[config.mk]
export PLATFORM = sky130hd
export DESIGN_NAME = ixu_alu_sched
export DESIGN_NICKNAME = d
export VERILOG_FILES = /design/src/rtl/ixu_alu_sched.sv
export SDC_FILE = /design/constraint.sdc
export NUM_CORES = 1
export LEC_CHECK = 0
export ABC_AREA = 1
export CAP_MARGIN = 20
export CORE_ASPECT_RATIO = 0.7
export CORE_UTILIZATION = 50
export DETAILED_ROUTE_END_ITERATION = 10
export DONT_BUFFER_PORTS = 1
export PLACE_DENSITY = 0.61
export RECOVER_POWER = 25
export SYNTH_ARGS = -nofsm -noshare
export SYNTH_HDL_FRONTEND = slang
export SYNTH_SLANG_ARGS = --single-unit
[constraint.sdc]
create_clock -name clk -period 6.2 [get_ports clk]
set_clock_uncertainty 0.2 [all_clocks]
set_input_delay 0.93 -clock clk [delete_from_list [all_inputs] [get_ports clk]]
set_output_delay 0.93 -clock clk [all_outputs]
set_load 0.05 [all_outputs]
[src/rtl/ixu_alu_sched.sv]
// Round-robin scheduler sharing one 32-bit integer ALU among NREQ issue slots,
// with a single-entry registered result stage and valid/ready handshake.
module ixu_alu_sched #(
    parameter int NREQ  = 4,
    parameter int TAG_W = 4,
    localparam int SRC_W = $clog2(NREQ)
) (
    input  logic                        clk,
    input  logic                        rst,
    input  logic                        flush,
    input  logic [NREQ-1:0]             req_valid,
    output logic [NREQ-1:0]             req_ready,
    input  logic [NREQ-1:0][3:0]        req_op,
    input  logic [NREQ-1:0][31:0]       req_x,
    input  logic [NREQ-1:0][31:0]       req_y,
    input  logic [NREQ-1:0][TAG_W-1:0]  req_tag,
    output logic                        res_valid,
    input  logic                        res_ready,
    output logic [31:0]                 res_data,
    output logic [SRC_W-1:0]            res_src,
    output logic [TAG_W-1:0]            res_tag,
    output logic                        res_err
);

    typedef enum logic [3:0] {
        OP_ADD  = 4'h0, OP_SUB = 4'h1, OP_XOR = 4'h2, OP_OR  = 4'h3, OP_AND = 4'h4,
        OP_SLL  = 4'h5, OP_SRL = 4'h6, OP_SRA = 4'h7, OP_SLT = 4'h8, OP_SLTU = 4'h9
    } op_e;

    // Returns {err, data}; shift amounts use all 32 bits of y.
    function automatic logic [32:0] alu_f(input logic [3:0] op, input logic [31:0] x,
                                          input logic [31:0] y);
        logic       big;
        logic [4:0] sh;
        logic [32:0] r;
        big = |y[31:5];
        sh  = y[4:0];
        r   = {1'b0, 32'h0000_0000};
        case (op)
            OP_ADD:  r[31:0] = x + y;
            OP_SUB:  r[31:0] = x - y;
            OP_XOR:  r[31:0] = x ^ y;
            OP_OR:   r[31:0] = x | y;
            OP_AND:  r[31:0] = x & y;
            OP_SLL:  r[31:0] = big ? 32'h0000_0000 : (x << sh);
            OP_SRL:  r[31:0] = big ? 32'h0000_0000 : (x >> sh);
            OP_SRA:  r[31:0] = big ? {32{x[31]}} : 32'($signed(x) >>> sh);
            OP_SLT:  r[31:0] = {31'h0, ($signed(x) < $signed(y))};
            OP_SLTU: r[31:0] = {31'h0, (x < y)};
            default: r = {1'b1, 32'hDEAD_BEEF};
        endcase
        return r;
    endfunction

    logic [SRC_W-1:0]  rr_ptr_q, rr_ptr_d;
    logic              valid_q, valid_d;
    logic [31:0]       data_q, data_d;
    logic [SRC_W-1:0]  src_q, src_d;
    logic [TAG_W-1:0]  tag_q, tag_d;
    logic              err_q, err_d;
    logic              can_accept_s, found_s, grant_s;
    logic [SRC_W-1:0]  win_s;
    logic [32:0]       alu_s;
    int                idx_s;

    // Arbiter: first requester at or after rr_ptr (with wrap) wins.
    always_comb begin
        can_accept_s = !rst && !flush && (!valid_q || res_ready);
        found_s      = 1'b0;
        win_s        = '0;
        idx_s        = 0;
        for (int k = 0; k < NREQ; k++) begin
            idx_s = int'(rr_ptr_q) + k;
            if (idx_s >= NREQ) begin
                idx_s = idx_s - NREQ;
            end else begin
                idx_s = idx_s;
            end
            if (!found_s && req_valid[idx_s]) begin
                found_s = 1'b1;
                win_s   = idx_s[SRC_W-1:0];
            end else begin
                found_s = found_s;
            end
        end
        grant_s   = can_accept_s && found_s;
        req_ready = '0;
        if (grant_s) begin
            req_ready[win_s] = 1'b1;
        end else begin
            req_ready = '0;
        end
    end

    assign alu_s = alu_f(req_op[win_s], req_x[win_s], req_y[win_s]);

    // Next state of the result stage and round-robin pointer; flush beats res_ready.
    always_comb begin
        rr_ptr_d = rr_ptr_q;
        valid_d  = valid_q;
        data_d   = data_q;
        src_d    = src_q;
        tag_d    = tag_q;
        err_d    = err_q;
        if (flush) begin
            valid_d = 1'b0;
        end else if (grant_s) begin
            valid_d  = 1'b1;
            data_d   = alu_s[31:0];
            err_d    = alu_s[32];
            src_d    = win_s;
            tag_d    = req_tag[win_s];
            rr_ptr_d = (win_s == SRC_W'(NREQ - 1)) ? '0 : (win_s + SRC_W'(1));
        end else if (res_ready) begin
            valid_d = 1'b0;
        end else begin
            valid_d = valid_q;
        end
    end

    // State registers; reset drops any held result.
    always_ff @(posedge clk or posedge rst) begin
        if (rst) begin
            rr_ptr_q <= '0;
            valid_q  <= 1'b0;
            data_q   <= 32'h0000_0000;
            src_q    <= '0;
            tag_q    <= '0;
            err_q    <= 1'b0;
        end else begin
            rr_ptr_q <= rr_ptr_d;
            valid_q  <= valid_d;
            data_q   <= data_d;
            src_q    <= src_d;
            tag_q    <= tag_d;
            err_q    <= err_d;
        end
    end

    assign res_valid = valid_q;
    assign res_data  = data_q;
    assign res_src   = src_q;
    assign res_tag   = tag_q;
    assign res_err   = err_q;

endmodule

## Word-level counts from Yosys, hierarchy flattened

Cells that the tools add are included.
Widths: inputs -> output; s select.

- Register bits after elaboration: 42
- Logic and storage cells: 108

- $add $sub $neg: 10
- Magnitude comparators: 12
- Equal/unequal tests: 10
- Shifts and indexed selects: 3
- Multiplexer cells: 44
- Bitwise logic cells: 4
- Reduce and logical (&&, ||, !) cells: 19

Operator list:

| operator | count |
|---|---|
| $pmux 32 s10 | 1 |
| $mux 32 | 9 |
| $bmux 32 s2 | 2 |
| $lt 32x4->1 const B | 4 |
| $lt 32x32->1 | 2 |
| $add 32x32->32 | 1 |
| $and 32x32->32 | 1 |
| $or 32x32->32 | 1 |
| $shl 32x5->32 | 1 |
| $shr 32x5->32 | 1 |
| $sshr 32x5->32 | 1 |
| $sub 32x32->32 | 1 |
| $xor 32x32->32 | 1 |
| $reduce_or 27->1 | 1 |
| $mux 1 | 17 |
| $bmux 4 s2 | 2 |
| $eq 4x3->1 const B | 4 |
| $mux 4 | 3 |
| $sub 3x3->4 const B | 3 |
| $mux 2 | 5 |
| $reduce_or 10->1 | 1 |
| $ge 3x3->1 const B | 3 |
| $bmux 1 s2 | 4 |
| $eq 4x2->1 const B | 2 |
| other kinds (18) | 31 |

## Logic depth before layout (Yosys ltp)

- Depth in word-level cells: 20
- Mapped depth: 39
- Mapped depth without buffers: 37

## Worst setup path after synthesis

Ideal clock, no wire load.

- Kind: input to register
- Start: in req_valid[3]
- End: reg data_q[17], in the netlist res_data[17]
- Library setup time: 0.118 ns
- Data arrival time: 4.809 ns
- Path slack: 1.073 ns
- Stages on the path: 33
- Cells stage by stage: inv_1 nand2_1 nand3_1 nand2_2 nor2_4 nand3_2 nand2_2 nand2_4 inv_4 buf_4 nand2_1 a32oi_2 inv_2 clkbuf_1 ha_1 clkbuf_1 inv_1 nand3_1 o211ai_1 a21oi_1 inv_1 a21oi_1 inv_1 a21o_1 xor2_1 o21ai_0 or2_2 nor2_1 nand2_1 inv_1 nand2_1 nand2_1 nand2_1

- Word-level cells in the longest chain between the ends: 18

RTL lines:

| item | RTL line | RTL |
|---|---|---|
| start: declaration | 11 | `input logic [NREQ-1:0] req_valid,` |
| branches (longest 18 deep; another with $bmux 1 s2) | -- |  |
| end signal: assignment | 133 | `data_q <= data_d;` |
| end: declaration | 57 | `logic [31:0] data_q, data_d;` |

Parallel ways; which one is timed is not known. The select of a mux whose other input is x is not followed.
A chain may end at the register's enable or synchronous reset.

## Worst setup path after layout

- Start: reg rr_ptr_q[0]
- End: reg data_q[19], in the netlist res_data[19]

- Word-level cells in the longest chain between the ends: 20

RTL lines:

| item | RTL line | RTL |
|---|---|---|
| start: declaration | 55 | `logic [SRC_W-1:0] rr_ptr_q, rr_ptr_d;` |
| start signal: assignment | 131 | `rr_ptr_q <= rr_ptr_d;` |
| branches (longest 20 deep; another with $sub 3x3->4) | -- |  |

Parallel ways; which one is timed is not known. The select of a mux whose other input is x is not followed.

==> results.md <==
* CTS tree: built
* FF-to-FF path depth at 26
* Max-slew violation count at 38
* # setup viols final at 0
* Async set-reset flop share out of synthesis at 100%
* Die area at roughly 28000 µm²
* Post-Syn Instances at 2679
* Hold Path Class: in2async
* Worst EP arrival at around 6 ns
* Worst skew pair latency at 0.31 ns
* Max Clk Rate at 166 MHz
* Gr ovfl total at 0
* Clock tree buffer depth at 2
* Chip width at 201 µm
* Synth warnings at 0
* P&R area growth vs syn at 3.76%
* Sinks on Clock Net at 42
* CORE AREA at roughly 27000 µm²
* Post-synthesis sequential area ratio at about 7.6%
* Post-DP HPWL at 59300 µm
* CP endpoint kind: flop
* Failing checks: max-capacitance violations, max-slew violations
* Synth Flop Type: dfrtp_1
* Measured slew at the worst slew-check pin at 2.24 ns
* DRC violations left at 0
* GRT Total Usage at approximately 50%
* Post-CTS setup buffers at 0
* Flop2flop setup slack at about 0.19 ns
* Rows at 50
* Initial Util at 51.3%
* Reg-to-Reg End: res_data[19]
* Share of cells above drive strength 1 at 5.94%
* Critical Path Start Type: flop
* Antenna-violating nets left at 0
* Die H at 141 µm
* DR pass1 iterations at 8
* Outcome: finished, violations left
* H-tree level count at 2
* Synth cell count leaders: 891 x nand2_1, 519 x nand3_1, 240 x inv_1, 240 x nor2_1, 123 x a21oi_1
* Port-buffer cells at 0
* CP required at 6.20 ns
* RR Startpoint: rr_ptr_q[0]
* Hold Vio Cnt, Final at 0
* Clock root buffer: clkbuf_16
* Synth Register Bits at between 40 and 50
* Slew headroom at -49.2%
* Syn nets at 3078
* Ports at between 300 and 400
* Number of antenna violations at the first check in global routing at 7
* Clock buffer count from CTS at 5
* Vias in the first global route at 16730
* Drt via density at around 6.4
* Nets at 3006
* Maxcap violations at 1
* WL/cell at 24.6 µm
* Synthesized cell area at 13800 µm²
* Via count at about 19000
* Synthesized area per cell at approximately 5.2 µm²
* Unique masters post-synth at 52
* Hold_ws at about 0.17 ns
* Max FO, Critical Path at 55
* Minimum clock period at 6.01 ns
* WS Path Type: reg2reg
* Clock transition at path regs at ~0.08 ns
* Initial DRC count at 3425
* Cell with the most instances after synthesis: nand2_1
* Tcrit/Tclk final at about 97%
* Top cells by area, synth: nand2_1 24%, nand3_1 19%, ha_1 9.1%
* Number of synthesized flops with an enable pin at 0
* Cell taking the most area after synthesis: nand2_1
* Placer congestion estimate at 1.25
* Final wirelength at between 70000 and 80000 µm
* Largest net degree at the start of global routing at 75
* Share of the synthesized area in the top cell type at 24.2%
* First-pass GRT wire length at 106000 µm
## metal layers
layer	GRT usage (%)	share of wire (%)	up-vias
met1	66.7	40	8556
met5	5.10	0.19	-
met2	64.4	36	1613
met4	25.3	5.9	4
met3	24.9	18	251
li1	-	-	8610
## cells by family after synthesis
family / count (synthesis) / synth area share [%]
xor+xnor: 19 / 1.20
flops: 42 / 7.61
fa+ha+maj: 103 / 9.43
buf+inv: 402 / 12.2
compound gates: 347 / 14.0
simple gates: 1766 / 55.6
## final cells by class
class	instances	area, µm²
diodes	8	20.0
clock buffers	5	125
clock inverters	3	23.8
fillers	3057	12600
inverters	260	988
multi-input cells	2235	11100
flip-flops and latches	42	1050
well taps	364	455
repair buffers	63	531
## cells in the final DEF (no fill, tap or decap), types with 20 or more instances in the layout
cell type,instances
inv_1,239
nand4_1,23
dfrtp_1,41
buf_4,56
nor2_1,239
ha_1,100
nand2_2,20
nand2_1,888
o21ai_0,114
nand3_1,519
a21oi_1,123
o21ai_1,31
## state kept, by name, indices dropped and copies added (netlist names)
signal / flops
res_err: 1
rr_ptr_q: 2
res_valid: 1
res_tag: 4
res_src: 2
res_data: 32
## worst max-delay path, stage by stage, from the launching register on
cell	delay (ns)
dfrtp_2	0.50
inv_2	0.13
nand2_1	0.09
nand2_2	0.08
nand2_1	0.10
nand2_1	0.12
nor2_4	0.14
nand3_2	0.10
nand2_2	0.15
nand2_8	0.20
buf_12	0.27
o211ai_1	0.42
nand2_2	0.22
ha_1	0.38
inv_1	0.23
a21o_1	0.17
a31oi_1	0.07
o21ai_0	0.49
a21oi_1	0.25
o21ai_0	0.56
a21oi_1	0.14
o21ai_0	0.09
nand2_1	0.11
nor2_1	0.34
nand3_1	0.16
nand2_1	0.10
nand2_1	0.05
## per-stage QoR
step           TNS (ns)  instance area (µm²)  setup slack (ns)  std cells  util, %
3_5_place_dp     -0.769                14100            -0.230       2964     52.3
4_1_cts               0                14300            0.0493       2972     52.9
6_report              0                14300             0.191       2980     53.2
3_3_place_gp     -0.260                14100            -0.109       2964     52.3
5_1_grt        -0.00646                14300          -0.00646       2978     53.2
2_1_floorplan         0                13800              1.07       2679        -
## repair_timing
item                                    CTS  global route
endpoints found under the setup margin    2            18
hold buffers                              0             0
resized for setup                         2            15
hold endpoints to repair                  0             0
## worst max-delay path by stage
stage                       from           end  depth (start not counted)
finish               rr_ptr_q[0]  res_data[19]                         26
global placement    req_valid[3]  res_data[30]                         33
global route         rr_ptr_q[0]  res_data[17]                         32
detailed placement  req_valid[3]  res_data[17]                         33
CTS                  rr_ptr_q[0]  res_data[17]                         34
floorplan           req_valid[3]  res_data[17]                         33
Power is left out: the tool's default activity adds up to more than one toggle a clock period on the data nets, which glitch-free logic cannot reach.
